--- src/rtl/serial_add_sub_if.sv ---
// serial_add_sub_if: operand and result handshake bundle for serial_add_sub.
//   in_valid/in_ready : operand pair offer / accept (A, B, op, c_in)
//   out_valid/out_ready : result offer / take (S, c_out, ovf, zero, neg)
// master = operand producer and result consumer; slave = the adder/subtractor.
interface serial_add_sub_if #(
  parameter int unsigned WIDTH = 8
);
  logic             in_valid;
  logic             in_ready;
  logic [WIDTH-1:0] A;
  logic [WIDTH-1:0] B;
  logic             op;
  logic             c_in;
  logic             out_valid;
  logic             out_ready;
  logic [WIDTH-1:0] S;
  logic             c_out;
  logic             ovf;
  logic             zero;
  logic             neg;

  modport master (
    output in_valid, A, B, op, c_in, out_ready,
    input  in_ready, out_valid, S, c_out, ovf, zero, neg
  );

  modport slave (
    input  in_valid, A, B, op, c_in, out_ready,
    output in_ready, out_valid, S, c_out, ovf, zero, neg
  );
endinterface

--- src/rtl/serial_add_sub.sv ---
// serial_add_sub: multi-cycle WIDTH-bit adder/subtractor, DIGIT bits per clock
// with a registered carry between digits. Latency WIDTH/DIGIT cycles.
// Ports:
//   clk   : rising-edge clock
//   rst_n : asynchronous active-low reset
//   bus   : serial_add_sub_if.slave (operand handshake in, result + flags out)
// Optional feature: define SERIAL_ADD_SAT_EN to saturate S on signed overflow.
module serial_add_sub #(
  parameter int unsigned WIDTH = 8,
  parameter int unsigned DIGIT = 2
) (
  input logic             clk,
  input logic             rst_n,
  serial_add_sub_if.slave bus
);
  localparam int unsigned D  = WIDTH / DIGIT;
  localparam int unsigned CW = (D > 1) ? $clog2(D) : 1;
  localparam logic [CW-1:0] LAST = CW'(D - 1);

  typedef enum logic [1:0] {IDLE, RUN, DONE} state_t;

  state_t           state, state_next;
  logic [WIDTH-1:0] a_q, b_q, s_q;
  logic             carry_q;
  logic [CW-1:0]    cnt_q;
  logic             c_out_q, ovf_q, zero_q, neg_q, out_valid_q;

  logic [DIGIT-1:0] a_dig, b_dig, sum_dig;
  logic [DIGIT:0]   c;
  logic [WIDTH-1:0] s_wrap, s_res;
  logic             last_dig, ovf_now, accept, take;

  assign accept   = bus.in_valid && (state == IDLE);
  assign take     = bus.out_ready && (state == DONE);
  assign last_dig = (cnt_q == LAST);

  // State register
  always_ff @(posedge clk or negedge rst_n) begin
    if (!rst_n) state <= IDLE;
    else        state <= state_next;
  end

  always_comb begin
    state_next = state;
    case (state)
      IDLE:    if (bus.in_valid) state_next = RUN;
      RUN:     if (last_dig)     state_next = DONE;
      DONE:    if (bus.out_ready) state_next = IDLE;
      default: state_next = IDLE;
    endcase
  end

  // One digit of full-adder cells fed by the carry register
  always_comb begin
    a_dig   = a_q[cnt_q*DIGIT +: DIGIT];
    b_dig   = b_q[cnt_q*DIGIT +: DIGIT];
    sum_dig = '0;
    c       = '0;
    c[0]    = carry_q;
    for (int unsigned j = 0; j < DIGIT; j++) begin
      sum_dig[j] = a_dig[j] ^ b_dig[j] ^ c[j];
      c[j+1]     = (a_dig[j] & b_dig[j]) | (c[j] & (a_dig[j] ^ b_dig[j]));
    end
    // Only meaningful on the final digit, where bit DIGIT-1 is the MSB
    ovf_now = c[DIGIT] ^ c[DIGIT-1];
    s_wrap  = s_q;
    s_wrap[cnt_q*DIGIT +: DIGIT] = sum_dig;
    s_res   = s_wrap;
`ifdef SERIAL_ADD_SAT_EN
    if (ovf_now)
      s_res = a_q[WIDTH-1] ? {1'b1, {(WIDTH-1){1'b0}}} : {1'b0, {(WIDTH-1){1'b1}}};
`endif
  end

  always_ff @(posedge clk or negedge rst_n) begin
    if (!rst_n) begin
      a_q         <= '0;
      b_q         <= '0;
      s_q         <= '0;
      carry_q     <= 1'b0;
      cnt_q       <= '0;
      c_out_q     <= 1'b0;
      ovf_q       <= 1'b0;
      zero_q      <= 1'b0;
      neg_q       <= 1'b0;
      out_valid_q <= 1'b0;
    end else if (accept) begin
      a_q     <= bus.A;
      b_q     <= bus.op ? ~bus.B : bus.B;
      carry_q <= bus.op ? 1'b1 : bus.c_in;
      cnt_q   <= '0;
    end else if (state == RUN) begin
      carry_q <= c[DIGIT];
      cnt_q   <= cnt_q + 1'b1;
      if (last_dig) begin
        s_q         <= s_res;
        c_out_q     <= c[DIGIT];
        ovf_q       <= ovf_now;
        zero_q      <= (s_res == '0);
        neg_q       <= s_res[WIDTH-1];
        out_valid_q <= 1'b1;
      end else begin
        s_q <= s_wrap;
      end
    end else if (take) begin
      out_valid_q <= 1'b0;
    end
  end

  assign bus.in_ready  = (state == IDLE);
  assign bus.out_valid = out_valid_q;
  assign bus.S         = s_q;
  assign bus.c_out     = c_out_q;
  assign bus.ovf       = ovf_q;
  assign bus.zero      = zero_q;
  assign bus.neg       = neg_q;
endmodule
--- src/flat_wrapper.sv ---
// flat-port wrapper written by rule: the top's interface ports become plain ports
module serial_add_sub_flat 
#(
  parameter int unsigned WIDTH = 8,
  parameter int unsigned DIGIT = 2
)
  (clk, rst_n, bus_in_valid, bus_A, bus_B, bus_op, bus_c_in, bus_out_ready, bus_in_ready, bus_out_valid, bus_S, bus_c_out, bus_ovf, bus_zero, bus_neg);
  serial_add_sub_if #(.WIDTH(WIDTH)) bus_i ();
  input logic clk;
  input logic rst_n;
  input wire logic [$bits(bus_i.in_valid)-1:0] bus_in_valid;
  input wire logic [$bits(bus_i.A)-1:0] bus_A;
  input wire logic [$bits(bus_i.B)-1:0] bus_B;
  input wire logic [$bits(bus_i.op)-1:0] bus_op;
  input wire logic [$bits(bus_i.c_in)-1:0] bus_c_in;
  input wire logic [$bits(bus_i.out_ready)-1:0] bus_out_ready;
  output wire logic [$bits(bus_i.in_ready)-1:0] bus_in_ready;
  output wire logic [$bits(bus_i.out_valid)-1:0] bus_out_valid;
  output wire logic [$bits(bus_i.S)-1:0] bus_S;
  output wire logic [$bits(bus_i.c_out)-1:0] bus_c_out;
  output wire logic [$bits(bus_i.ovf)-1:0] bus_ovf;
  output wire logic [$bits(bus_i.zero)-1:0] bus_zero;
  output wire logic [$bits(bus_i.neg)-1:0] bus_neg;
  assign bus_i.in_valid = bus_in_valid;
  assign bus_i.A = bus_A;
  assign bus_i.B = bus_B;
  assign bus_i.op = bus_op;
  assign bus_i.c_in = bus_c_in;
  assign bus_i.out_ready = bus_out_ready;
  assign bus_in_ready = bus_i.in_ready;
  assign bus_out_valid = bus_i.out_valid;
  assign bus_S = bus_i.S;
  assign bus_c_out = bus_i.c_out;
  assign bus_ovf = bus_i.ovf;
  assign bus_zero = bus_i.zero;
  assign bus_neg = bus_i.neg;
  serial_add_sub #(.WIDTH(WIDTH), .DIGIT(DIGIT)) u_core (.clk(clk), .rst_n(rst_n), .bus(bus_i));
endmodule
--- config.mk ---
export PLATFORM = sky130hd
export DESIGN_NAME = serial_add_sub_flat
export DESIGN_NICKNAME = d
export VERILOG_FILES = /design/src/rtl/serial_add_sub_if.sv /design/src/rtl/serial_add_sub.sv /design/src/flat_wrapper.sv
export SDC_FILE = /design/constraint.sdc
export NUM_CORES = 1
export LEC_CHECK = 0
export ABC_AREA = 1
export CAP_MARGIN = 20
export CORE_MARGIN = 2
export CORE_UTILIZATION = 48
export DETAILED_ROUTE_END_ITERATION = 8
export PLACE_DENSITY = 0.75
export SLEW_MARGIN = 40
export SYNTH_ARGS = -nofsm -noshare
export SYNTH_HDL_FRONTEND = slang
export SYNTH_SLANG_ARGS = --single-unit
--- constraint.sdc ---
create_clock -name clk -period 2.97 [get_ports clk]
set_input_delay 0.594 -clock clk [delete_from_list [all_inputs] [get_ports clk]]
set_output_delay 0.594 -clock clk [all_outputs]
set_load 0.01 [all_outputs]
==> load_flow_metrics.sql <==
INSERT INTO impl_metrics (metric_group, metric, value, unit) VALUES
('run_status', 'status', 'completed', ''),
('clock_network', 'cts_hold_buffers', '0', ''),
('floorplanning', 'floorplan.rows', '22', ''),
('sta', 'setup_total_negative_slack', '0', 'ps'),
('route', 'route.antenna.remaining_nets', '0', ''),
('synthesis', 'synth_nets', '246', ''),
('sta', 'clock.fmax', '385', 'MHz'),
('place', 'port_buffers', '35', ''),
('clock_network', 'clock_root_buffer', 'sky130_fd_sc_hd__clkbuf_8', ''),
('place', 'detailedPlacementHpwl', '2.64', 'mm'),
('sta', 'setup_viol_count_final', '0', ''),
('hold_path', 'holdCritPathClass', 'flip-flop to flip-flop', ''),
('clock_network', 'clock_tree_from_tritoncts', 'yes', ''),
('place', 'gpl.final_weighted_congestion', '0.912', ''),
('sta', 'slew_headroom', '68.8', '%'),
('power_and_ir_drop', 'vdd_ir_drop_max', '0.000553', 'V'),
('synthesis', 'synthArstFlopShare', '100', '%'),
('clock_network', 'post-cts-setup-buffers', '0', ''),
('layout', 'num_antenna_cells', '0', ''),
('synthesis', 'yosysTopAreaCellShare', '47.4', '%'),
('sta', 'worst-slew-pin-transition', '466', 'ps'),
('layout', 'fin_nets', '283', ''),
('floorplanning', 'die_x', '65.1', 'um'),
('layout', 'sequential_cell_area', '851', 'sq um'),
('synthesis', 'synth-edff-count', '0', ''),
('synthesis', 'most_frequently_used_flop_master_after_synthesis', 'sky130_fd_sc_hd__dfrtp_1', ''),
('layout', 'final_design_area_no_fill', '2270', 'sq um'),
('sta', 'finClkSkew', '4.58', 'ps'),
('sta', 'min_period', '2600', 'ps'),
('synthesis', 'netlist_instances', '216', ''),
('route', 'drt_first_pass_iters', '4', ''),
('synthesis', 'synth-seq-area-share', '47.4', '%'),
('floorplanning', 'die_y', '65.1', 'um'),
('layout', 'fillers', '338', ''),
('floorplanning', 'design.die.area', '4240', 'sq um'),
('route', 'drtIter0Drc', '63', ''),
('flow_run', 'max_cap_viol_count', '0', ''),
('synthesis', 'ys_ff_latch', '34', ''),
('layout', 'drive_gt1_share', '8.27', '%'),
('layout', 'final-instance-count-excl-fill', '302', ''),
('power_and_ir_drop', 'powerDensity', '1090', 'nW/um^2'),
('route', 'drt-total-wl', '3.47', 'mm'),
('floorplanning', 'core', '3630', 'sq um'),
('floorplanning', 'initial_core_util', '49.4', '%'),
('layout', 'multiInputGateArea', '830', 'sq um'),
('synthesis', 'ys_top_cells_by_count', '75 x sky130_fd_sc_hd__nand2_1, 34 x sky130_fd_sc_hd__dfrtp_1, 15 x sky130_fd_sc_hd__o21ai_0', ''),
('sta', 'final.period_utilization', '87.5', '%'),
('global_route', 'grt_max_degree', '35', ''),
('global_route', 'grt_pass1_wl', '6.02', 'mm'),
('clock_network', 'tritoncts_num_sinks', '34', ''),
('worst_setup_path', 'worst-path-max-fanout', '10', ''),
('floorplanning', 'top_level_ports', '36', ''),
('worst_setup_path', 'crit_type', 'flip-flop to flip-flop', ''),
('layout', 'layout-area-overhead-vs-synth', '26.6', '%'),
('worst_setup_path', 'cp_data_arrival_time', '2780', 'ps'),
('synthesis', 'synthesized_cell_area', '1790', 'sq um'),
('global_route', 'first_global_vias', '1335', ''),
('sta', 'slew_violations', '0', ''),
('route', 'dr_total_vias', '1455', ''),
('clock_network', 'tritoncts.num_buffers', '5', ''),
('clock_network', 'clockBufferDepth', '2', ''),
('place', 'place.detailed.instances', '294', ''),
('worst_setup_path', 'crit_path_start_kind', 'flip-flop', ''),
('clock_network', 'clkSlewWorstSetupHoldPaths', '70', 'ps'),
('synthesis', 'synth_area_leader_cell', 'sky130_fd_sc_hd__dfrtp_1', ''),
('route', 'vias_per_cell', '4.82', ''),
('route', 'remaining_drc_errors', '0', ''),
('worst_setup_path', 'critical_path.endpoint_type', 'flip-flop', ''),
('clock_network', 'postCtsResizedCells', '0', ''),
('worst_setup_path', 'critPathRequiredTime', '3150', 'ps'),
('clock_network', 'h-tree-depth', '2', '');
[registers in the layout, summed over array words and instances, names as in the netlist]
name and count:
u_core.bus.neg 1, u_core.bus.zero 1, u_core.bus.out_valid 1, u_core.bus.S 8, u_core.a_q 8, u_core.cnt_q 2
u_core.bus.ovf 1, u_core.b_q 8, u_core.carry_q 1, u_core.bus.c_out 1, u_core.state 2
[worst paths after layout]
check	slack, ps	cells after the start	to	from
min in group asynchronous	700	2	u_core.state[1]	rst_n
max reg2reg	370	12	u_core.bus.zero	u_core.cnt_q[1]
max in group asynchronous	1970	2	u_core.a_q[5]	rst_n
max	370	12	u_core.bus.zero	u_core.cnt_q[1]
min reg2reg	490	2	u_core.a_q[3]	u_core.a_q[3]
min	490	2	u_core.a_q[3]	u_core.a_q[3]
[through the flow]
stage / power [uW] / hold WS (ps) / util, % / worst slack [ps]
after global routing: 2730 / 505 / 62.5 / 52.6
after CTS: 2510 / 489 / 62.5 / 371
final: 2490 / 487 / 62.5 / 370
after floorplan: 1760 / 298 / - / 534
after global placement: 2130 / 463 / 59.9 / 474
after detailed placement: 2150 / 472 / 59.9 / 389
[power breakdown]
part | switching [uW] | internal [uW]
combinational | 754 | 556
clock | 167 | 186
sequential | 150 | 672
total | 1070 | 1410
[kinds of logic after synthesis]
kind of cell | count (synthesis) | synth area share [%]
AND/OR/NAND/NOR | 102 | 23.4
AO/OA/AOI/OAI | 37 | 12.1
flip-flops | 34 | 47.4
buffers and inverters | 26 | 6.35
XOR/XNOR | 9 | 4.39
adder cells (fa/ha/maj) | 8 | 6.42
[worst max-delay path, cell delays in order (launching register included)]
cell,delay [ps]
sky130_fd_sc_hd__dfrtp_1,420
sky130_fd_sc_hd__clkinv_1,260
sky130_fd_sc_hd__o21ai_0,160
sky130_fd_sc_hd__o22ai_1,120
sky130_fd_sc_hd__fa_1,440
sky130_fd_sc_hd__inv_1,90
sky130_fd_sc_hd__fa_1,420
sky130_fd_sc_hd__nor2_1,140
sky130_fd_sc_hd__nand2_1,60
sky130_fd_sc_hd__o21ai_1,180
sky130_fd_sc_hd__nor2_1,60
sky130_fd_sc_hd__nand2_1,60
sky130_fd_sc_hd__o21bai_1,60
[metal layers]
metal	up-vias	global-route usage [%]	routed length [um]
met5	-	0	0
met4	0	7.03	57
met3	8	4.62	168
met2	42	30.8	1650
met1	641	24.2	1590
li1	764	-	-
[final cells by class]
class,count,share of cell area [%]
sequential,34,37.4
multi-input combinational,156,36.5
timing repair buffer,37,16.1
clock buffer,6,3.63
inverter,19,3.14
tap,48,2.64
clock inverter,2,0.551
[cells in the final DEF, fill, tap and decap left out, drive strengths merged, types with 2 or more instances in the layout]
cell	n
nand2	76
clkdlybuf4s50	35
dfrtp	34
o21ai	23
inv	18
nor2	17
xnor2	8
nand3	8
ha	6
clkbuf	6
o22ai	3
a21oi	2
a32o	2
a31oi	2
o21bai	2
fa	2
buf	2
clkinv	2
No activity file was read; power rests on OpenSTA's default activity.
